==> src/rtl/timer_pkg.sv <==
// Shared definitions for the DIV/TIMA/TMA/TAC timer: register addresses,
// FSM state encoding and the TAC clock-select decode.
package timer_pkg;

    localparam logic [15:0] ADDR_DIV  = 16'hFF04;
    localparam logic [15:0] ADDR_TIMA = 16'hFF05;
    localparam logic [15:0] ADDR_TMA  = 16'hFF06;
    localparam logic [15:0] ADDR_TAC  = 16'hFF07;

    typedef enum logic [1:0] {
        TimerIdle,
        TimerOverflow,
        TimerReload
    } timer_state_e;

    // Counter bit whose falling edge clocks TIMA for a given TAC[1:0].
    function automatic logic [3:0] tac_bit(input logic [1:0] clk_sel);
        logic [3:0] b;
        case (clk_sel)
            2'b00:   b = 4'd9;
            2'b01:   b = 4'd3;
            2'b10:   b = 4'd5;
            default: b = 4'd7;
        endcase
        return b;
    endfunction

endpackage

==> src/rtl/timer_if.sv <==
// CPU system-bus port of the timer; the CPU side drives address/control/data,
// the timer returns read data and its address-hit flag.
interface timer_if;

    logic [1:0]  t_cycle;
    logic [15:0] mem_addr;
    logic        mem_enable;
    logic        mem_write;
    logic [7:0]  mem_data_in;
    logic [7:0]  mem_data_out;
    logic        mem_hit;

    modport master (
        output t_cycle, mem_addr, mem_enable, mem_write, mem_data_in,
        input  mem_data_out, mem_hit
    );

    modport slave (
        input  t_cycle, mem_addr, mem_enable, mem_write, mem_data_in,
        output mem_data_out, mem_hit
    );

endinterface

==> src/rtl/timer.sv <==
// DIV/TIMA/TMA/TAC timer at 0xFF04-0xFF07 with a free-running 16-bit system
// counter, falling-edge tick detector and delayed TIMA reload / interrupt.
module timer
    import timer_pkg::*;
(
    input  logic        clk,
    input  logic        reset,
    timer_if.slave      bus,
    output logic        irq,
    output logic [15:0] sys_counter
);

    logic [15:0]  counter, counter_next;
    logic [7:0]   tima, tima_next;
    logic [7:0]   tma, tma_next;
    logic [2:0]   tac, tac_next;
    logic         sel_q, sel_next, tick;
    logic [1:0]   cnt, cnt_next;
    logic         irq_next;
    timer_state_e state, state_next;

    logic in_range, wr_commit;
    logic div_wr, tima_wr, tma_wr, tac_wr;

    assign in_range    = (bus.mem_addr[15:2] == ADDR_DIV[15:2]);
    assign bus.mem_hit = bus.mem_enable & in_range;
    assign wr_commit   = bus.mem_hit & bus.mem_write & (bus.t_cycle == 2'd3);
    assign div_wr      = wr_commit & (bus.mem_addr == ADDR_DIV);
    assign tima_wr     = wr_commit & (bus.mem_addr == ADDR_TIMA);
    assign tma_wr      = wr_commit & (bus.mem_addr == ADDR_TMA);
    assign tac_wr      = wr_commit & (bus.mem_addr == ADDR_TAC);

    assign sys_counter = counter;

    always_comb begin
        bus.mem_data_out = '1;
        if (bus.mem_hit) begin
            case (bus.mem_addr)
                ADDR_DIV:  bus.mem_data_out = counter[15:8];
                ADDR_TIMA: bus.mem_data_out = tima;
                ADDR_TMA:  bus.mem_data_out = tma;
                default:   bus.mem_data_out = {5'b11111, tac};
            endcase
        end
    end

    // Tick detection looks at the post-edge counter/TAC so DIV and TAC
    // writes that drop the selected bit produce a tick like a real fall.
    always_comb begin
        counter_next = div_wr ? '0 : counter + 16'd1;
        tac_next     = tac_wr ? bus.mem_data_in[2:0] : tac;
        sel_next     = tac_next[2] & counter_next[tac_bit(tac_next[1:0])];
        tick         = sel_q & ~sel_next;
    end

    always_comb begin
        state_next = state;
        cnt_next   = cnt;
        tima_next  = tima;
        tma_next   = tma_wr ? bus.mem_data_in : tma;
        irq_next   = 1'b0;
        unique case (state)
            TimerIdle: begin
                if (tima_wr) begin
                    tima_next = bus.mem_data_in;
                end else if (tick) begin
                    if (tima == 8'hFF) begin
                        tima_next  = '0;
                        state_next = TimerOverflow;
                        cnt_next   = 2'd3;
                    end else begin
                        tima_next = tima + 8'd1;
                    end
                end
            end
            TimerOverflow: begin
                if (tima_wr) begin
                    tima_next  = bus.mem_data_in;
                    state_next = TimerIdle;
                end else if (cnt == 2'd0) begin
                    // tma_next already carries a same-edge TMA write
                    tima_next  = tma_next;
                    irq_next   = 1'b1;
                    state_next = TimerReload;
                    cnt_next   = 2'd3;
                end else begin
                    cnt_next = cnt - 2'd1;
                end
            end
            TimerReload: begin
                if (tma_wr) begin
                    tima_next = bus.mem_data_in;
                end
                if (cnt == 2'd0) begin
                    state_next = TimerIdle;
                end else begin
                    cnt_next = cnt - 2'd1;
                end
            end
            default: state_next = TimerIdle;
        endcase
    end

    always_ff @(posedge clk) begin
        if (reset) begin
            counter <= '0;
            tima    <= '0;
            tma     <= '0;
            tac     <= '0;
            sel_q   <= 1'b0;
            cnt     <= '0;
            irq     <= 1'b0;
            state   <= TimerIdle;
        end else begin
            counter <= counter_next;
            tima    <= tima_next;
            tma     <= tma_next;
            tac     <= tac_next;
            sel_q   <= sel_next;
            cnt     <= cnt_next;
            irq     <= irq_next;
            state   <= state_next;
        end
    end

endmodule

==> src/flat_wrapper.sv <==
// flat-port wrapper written by rule: the top's interface ports become plain ports
module timer_flat import timer_pkg::*;
  (clk, reset, irq, sys_counter, bus_t_cycle, bus_mem_addr, bus_mem_enable, bus_mem_write, bus_mem_data_in, bus_mem_data_out, bus_mem_hit);
  timer_if bus_i ();
  input  logic clk;
  input  logic reset;
  output logic irq;
  output logic [15:0] sys_counter;
  input wire logic [$bits(bus_i.t_cycle)-1:0] bus_t_cycle;
  input wire logic [$bits(bus_i.mem_addr)-1:0] bus_mem_addr;
  input wire logic [$bits(bus_i.mem_enable)-1:0] bus_mem_enable;
  input wire logic [$bits(bus_i.mem_write)-1:0] bus_mem_write;
  input wire logic [$bits(bus_i.mem_data_in)-1:0] bus_mem_data_in;
  output wire logic [$bits(bus_i.mem_data_out)-1:0] bus_mem_data_out;
  output wire logic [$bits(bus_i.mem_hit)-1:0] bus_mem_hit;
  assign bus_i.t_cycle = bus_t_cycle;
  assign bus_i.mem_addr = bus_mem_addr;
  assign bus_i.mem_enable = bus_mem_enable;
  assign bus_i.mem_write = bus_mem_write;
  assign bus_i.mem_data_in = bus_mem_data_in;
  assign bus_mem_data_out = bus_i.mem_data_out;
  assign bus_mem_hit = bus_i.mem_hit;
  timer u_core (.clk(clk), .reset(reset), .bus(bus_i), .irq(irq), .sys_counter(sys_counter));
endmodule
==> config.mk <==
export PLATFORM = sky130hd
export DESIGN_NAME = timer_flat
export DESIGN_NICKNAME = d
export VERILOG_FILES = /design/src/rtl/timer_pkg.sv /design/src/rtl/timer_if.sv /design/src/rtl/timer.sv /design/src/flat_wrapper.sv
export SDC_FILE = /design/constraint.sdc
export NUM_CORES = 1
export LEC_CHECK = 0
export CAP_MARGIN = 10
export CORE_ASPECT_RATIO = 0.5
export CORE_MARGIN = 4
export CORE_UTILIZATION = 55
export CTS_CLUSTER_SIZE = 40
export DETAILED_ROUTE_END_ITERATION = 16
export PLACE_DENSITY = 0.85
export SLEW_MARGIN = 20
export SYNTH_ARGS = -nofsm -noshare
export SYNTH_HDL_FRONTEND = slang
export SYNTH_SLANG_ARGS = --single-unit
==> constraint.sdc <==
create_clock -name clk -period 4.3 [get_ports clk]
set_input_delay 1.075 -clock clk [delete_from_list [all_inputs] [get_ports clk]]
set_output_delay 1.075 -clock clk [all_outputs]
set_load 0.03 [all_outputs]
==> results of run 1 <==
[cell usage after synthesis (all sizes together) (2+ instances only)]
master / count
nor2: 32
nand3: 12
a21oi: 15
nor4: 2
o31ai: 2
o21ai: 11
xnor2: 7
mux2i: 17
xor2: 11
nand2: 32
a211oi: 9
dfxtp: 41
nor3: 6
nand2b: 6
nor3b: 2
clkbuf: 9
a21boi: 2
a22oi: 10
and4: 5
o22ai: 5
mux4: 3
buf: 5
nand4: 10
ha: 7
and3: 11
mux2: 4
inv: 9
nor2b: 2
and2: 4
[final cells by class]
cell class              instances  area, um^2  share of cell area [%]
clock inverters                 1        5.00                   0.148
inverters                       9        33.8                    1.00
multi-input cells             246        1730                    51.2
repair buffers                 64         606                    18.0
flip-flops and latches         41         821                    24.4
clock buffers                   7        96.3                    2.86
well taps                      66        82.6                    2.45
[flip-flops by register name, indices dropped and copies added (netlist names)]
| register | flops |
|---|---|
| u_core.state | 2 |
| u_core.cnt | 2 |
| u_core.tac | 3 |
| u_core.sys_counter | 16 |
| u_core.sel_q | 1 |
| u_core.tma | 8 |
| u_core.tima | 8 |
| u_core.irq | 1 |
[cell usage in the layout (no fill, tap or decap), types with 4 or more instances in the layout]
master            n
clkdlybuf4s50_1  46
ha_1              7
buf_4            10
and4_1            4
nor3_1            6
nor2_1           32
xor2_1           11
nand4_1           9
inv_1             9
nand2b_1          6
a211oi_1          9
o21ai_0           9
and2_1            4
nand2_1          32
a22oi_1          10
xnor2_1           7
dfxtp_1          41
mux2i_1          17
clkbuf_8          7
mux2_2            4
nand3_1          12
a21oi_1          15
o22ai_1           5
dlygate4sd2_1     8
and3_1           11
[path summary, 6_finish.rpt]
check,from,endpoint,slack [ns]
worst min register to register,u_core.sys_counter[0],u_core.sys_counter[0],0.50
worst max register to register,u_core.sys_counter[0],u_core.tima[2],1.77
worst max-delay path,bus_mem_addr[4],bus_mem_data_out[0],0.20
worst min-delay path,u_core.sys_counter[0],u_core.sys_counter[0],0.50
[per-layer routing]
| metal | global-route usage [%] | vias up | wire (um) |
|---|---|---|---|
| met1 | 33.8 | 1223 | 3360 |
| met4 | 4.98 | 0 | 45 |
| li1 | - | 1248 | - |
| met2 | 34.9 | 107 | 3040 |
| met5 | 0 | - | 0 |
| met3 | 4.41 | 6 | 539 |
[critical path, cell delays in order]
cell             delay, ns
clkdlybuf4s50_1       0.42
or4b_4                0.56
nor4_4                0.31
buf_4                 0.21
nand2b_1              0.08
dlygate4sd2_1         0.36
[cells by family after synthesis]
group                      Yosys count  synth area share [%]
xor gates and xnor gates            18                  5.95
DFF                                 41                  31.0
buffers and inverters               23                  3.78
AOI/OAI and AO/OA                   66                  17.5
muxes                               24                  10.7
adders and majority gates            7                  3.31
and+or+nand+nor                    131                  27.8
[report_power, final]
part           total [mW]  switching (mW)  internal [mW]
combinational      0.0760          0.0364         0.0396
clock               0.288           0.143          0.145
sequential          0.385         0.00318          0.382
total               0.749           0.182          0.567
==> results.json, run 1 <==
{
  "clockRootBuffer": "clkbuf_8",
  "ff2ff_path_depth": 8,
  "critical_path_class": "input port to primary output",
  "place_congestion": 0.944,
  "dpl.hpwl_um": 5500,
  "design_area_um2": 3370,
  "max_freq_mhz": 244,
  "wl_um": 6990,
  "power_density_nw_per_um2": 222,
  "drtIter0Drc": 291,
  "dpl.cell_count": 426,
  "die_area_um2": 6060,
  "ios": 56,
  "globalRouteOverflowTotal": 0,
  "n_fill_cell": 336,
  "status": "complete, no violations",
  "ys_types": 55,
  "ctsHtreeMaxLevel": 2,
  "synth-async-reset-ratio_pct": 0,
  "vias": 2584,
  "crit_arrival_ns": 3.02,
  "drt-vias-per-instance": 5.95,
  "setup_viol": 0,
  "cts_buffer_depth": 2,
  "stdcell_count": 434,
  "fin_crit_sh_pct": 95.3,
  "syn_nets": 347,
  "synth_warnings": 0,
  "whs_ns": 0.501,
  "cts_hold_buf": 0,
  "period_minus_slack_ns": 4.10,
  "synth.ff_latch_count": 41,
  "cts_resized": 8,
  "synth_area_um2": 2650,
  "syn_area_per_cell_um2": 8.54,
  "grtUsageTotal_pct": 22.9,
  "power_mw": 0.749,
  "fp.dieW_um": 106,
  "placed_area_um2": 3280,
  "grt_pass1_vias": 2294,
  "drcViolationCount": 0,
  "synth_area_leaders": "dfxtp_1, mux2i_1, nand2_1",
  "port-buffer-count": 55,
  "maxCapViolations": 0,
  "grt_antenna_before_repair": 0,
  "fin_tns_setup_ns": 0,
  "post_cts_buffers": 0,
  "end_kind": "primary output",
  "hp-class": "flop to flop",
  "clk_latency_ns": 0.29,
  "synth-main-ff-cell": "dfxtp_1",
  "drive_above_1_share_pct": 10.3,
  "synth_top_area_cell": "dfxtp_1",
  "cp_max_fo": 8,
  "worstHoldPathCells": 1,
  "numCtsBuffers": 5,
  "clkSinkCount": 41,
  "antenna_left": 0,
  "startpoint_type": "input port",
  "grt_max_degree": 22,
  "drv_slew": 0,
  "cp.required_ns": 3.22,
  "rows": 17,
  "relSlewSlack_pct": 60.0,
  "leakagePower_nw": 1.33,
  "core_area_um2": 4530,
  "die_y_um": 57.1,
  "timing.final.ws_setup_ns": 0.202,
  "ir_drop_mv": 0.129,
  "synth_edf_count": 0,
  "clk_pin_slew_ns": 0.08,
  "initial_utilization_pct": 58.4,
  "clock_skew_ns": 0.00734,
  "postSynthCellCount": 310,
  "utilization_pct": 74.4,
  "ys_seq_area_share_pct": 31.0,
  "hold_viol_final": 0,
  "area_growth_pct": 27.3,
  "fin_nets": 404,
  "pre_cts_ws_ns": -0.0292,
  "rsz0062_at_grt": "no",
  "synth_top_area_share_pct": 31.0,
  "num_antenna_cells": 0,
  "grt_pass1_wl_um": 11400,
  "wire_per_inst_um": 16.1,
  "cts_tree": "built",
  "worstMarginPinSlew_ns": 0.599,
  "drt_first_pass_iters": 5
}
Note: power is estimated with default switching activity, not from simulation.
==> inputs of run 2 (changes only) <==
--- a/config.mk
+++ b/config.mk
@@ -8,10 +8,9 @@
 export CAP_MARGIN = 10
 export CORE_ASPECT_RATIO = 0.5
 export CORE_MARGIN = 4
-export CORE_UTILIZATION = 55
+export CORE_UTILIZATION = 35
 export CTS_CLUSTER_SIZE = 40
 export DETAILED_ROUTE_END_ITERATION = 16
-export PLACE_DENSITY = 0.85
 export SLEW_MARGIN = 20
 export SYNTH_ARGS = -nofsm -noshare
 export SYNTH_HDL_FRONTEND = slang
==> results.json, run 2 (synthesis results as in run 1) <==
{
  "rrSetupSlack_ns": 1.75,
  "drt_first_pass_iters": 4,
  "rsz0062_at_grt": "no",
  "stdcell_count": 463,
  "cp.required_ns": 3.22,
  "ctsHtreeMaxLevel": 2,
  "drcViolationCount": 0,
  "grt_pass1_wl_um": 12200,
  "fin_nets": 403,
  "layout_common_cells": "clkdlybuf4s50_1, dfxtp_1, nand2_1, nor2_1, mux2i_1",
  "clkSinkCount": 41,
  "clk_pin_slew_ns": 0.06,
  "largest_reg_flops": 16,
  "grt_antenna_before_repair": 0,
  "grt_max_degree": 22,
  "ios": 56,
  "numCtsBuffers": 5,
  "leakagePower_nw": 1.36,
  "clock_skew_ns": 0.00720,
  "area_growth_pct": 31.4,
  "hold_viol_final": 0,
  "fin_tns_setup_ns": 0,
  "die_y_um": 69.5,
  "rows": 22,
  "critical_path_class": "input port to primary output",
  "n_fill_cell": 719,
  "seqPwrFrac_pct": 42.5,
  "crit_arrival_ns": 2.97,
  "clk_latency_ns": 0.29,
  "drtIter0Drc": 200,
  "dpl.hpwl_um": 5780,
  "cp_slowest_cell": "or4b_4",
  "fin_crit_sh_pct": 94.0,
  "clockRootBuffer": "clkbuf_16",
  "p_int_mw": 0.711,
  "final_common_cell": "clkdlybuf4s50_1",
  "max_freq_mhz": 247,
  "swShare_pct": 21.6,
  "port-buffer-count": 55,
  "clockPowerShare_pct": 49.3,
  "slowest_delay_ns": 0.57,
  "timing.final.ws_setup_ns": 0.257,
  "startpoint_type": "input port",
  "whs_ns": 0.494,
  "ff2ff_path_depth": 8,
  "grtUsageTotal_pct": 16.7,
  "initial_utilization_pct": 36.0,
  "period_minus_slack_ns": 4.04,
  "drt-vias-per-instance": 5.49,
  "num_antenna_cells": 0,
  "maxCapViolations": 0,
  "vias": 2544,
  "drive_above_1_share_pct": 9.81,
  "relSlewSlack_pct": 57.7,
  "core_area_um2": 7350,
  "r2r-start": "u_core.sys_counter[0]",
  "wl_um": 7380,
  "fp.dieW_um": 131,
  "grt_pass1_vias": 2459,
  "combPwrFrac_pct": 8.2,
  "cts_hold_buf": 0,
  "crit_start": "bus_mem_addr[4]",
  "globalRouteOverflowTotal": 0,
  "power_switching_mw": 0.196,
  "hp-class": "flop to flop",
  "ir_drop_mv": 0.155,
  "setup_viol": 0,
  "drv_slew": 0,
  "utilization_pct": 47.3,
  "die_area_um2": 9100,
  "worstHoldPathCells": 1,
  "place_congestion": 0.831,
  "crit_chain": "clkdlybuf4s50_1, or4b_4, nor4_4, buf_4, nand2_1, dlygate4sd2_1",
  "power_density_nw_per_um2": 261,
  "antenna_left": 0,
  "end_kind": "primary output",
  "dpl.cell_count": 455,
  "cts_tree": "built",
  "status": "complete, no violations",
  "wire_per_inst_um": 15.9,
  "worstMarginPinSlew_ns": 0.633,
  "hold_start": "u_core.sys_counter[0]",
  "cts_buffer_depth": 2,
  "cp_max_fo": 10,
  "pre_cts_ws_ns": 0.00202
}
-- run 2: through the flow --
| step | cell area (um^2) | power [mW] |
|---|---|---|
| 2_1_floorplan | 2650 | 0.423 |
| 3_3_place_gp | 3310 | 0.467 |
| 3_5_place_dp | 3310 | 0.468 |
| 4_1_cts | 3470 | 0.914 |
| 5_1_grt | 3480 | 0.936 |
| 6_report | 3480 | 0.908 |
-- run 2: power groups by stage --
stage	clock, mW	sequential [mW]	combinational (mW)
finish	0.448	0.385	0.0745
global route	0.470	0.386	0.0801
CTS	0.453	0.385	0.0747
detailed placement	0	0.394	0.0744
global placement	0	0.394	0.0729
floorplan	0	0.398	0.0245
-- run 2: final timing paths --
| path | to |
|---|---|
| min reg2reg | u_core.sys_counter[0] |
| max | bus_mem_data_out[7] |
| min | u_core.sys_counter[0] |
| max reg2reg | u_core.tima[5] |
-- run 2: worst max-delay path: cells and delay by family --
kind | cells | cell delay [ns]
buffers and inverters | 3 | 0.98
and+or+nand+nor | 3 | 0.91
-- run 2: layout make-up --
type | instances | area (um^2) | area share (%)
Sequential cell | 41 | 821 | 23.6
Tap cell | 96 | 120 | 3.45
Clock buffer | 7 | 143 | 4.10
Multi-Input combinational cell | 246 | 1730 | 49.6
Clock inverter | 1 | 30.0 | 0.863
Timing Repair Buffer | 63 | 606 | 17.4
Inverter | 9 | 33.8 | 0.971
-- run 2: metal layers --
metal / global-route usage [%] / share of wire [%] / up-vias / wire length (um)
met4: 4.10 / 0.89 / 0 / 66
met1: 23.9 / 48 / 1228 / 3570
li1: - / - / 1247 / -
met2: 25.8 / 46 / 62 / 3360
met5: 0 / 0 / - / 0
met3: 3.08 / 5.2 / 7 / 383
-- run 2: what timing repair did --
action / 4_1_cts / 5_1_grt
gates resized for setup: 6 / 2
setup endpoints to repair: 6 / 2
hold endpoints to repair: 0 / 0
buffers inserted: 0 / 0
cloned: 0 / 0
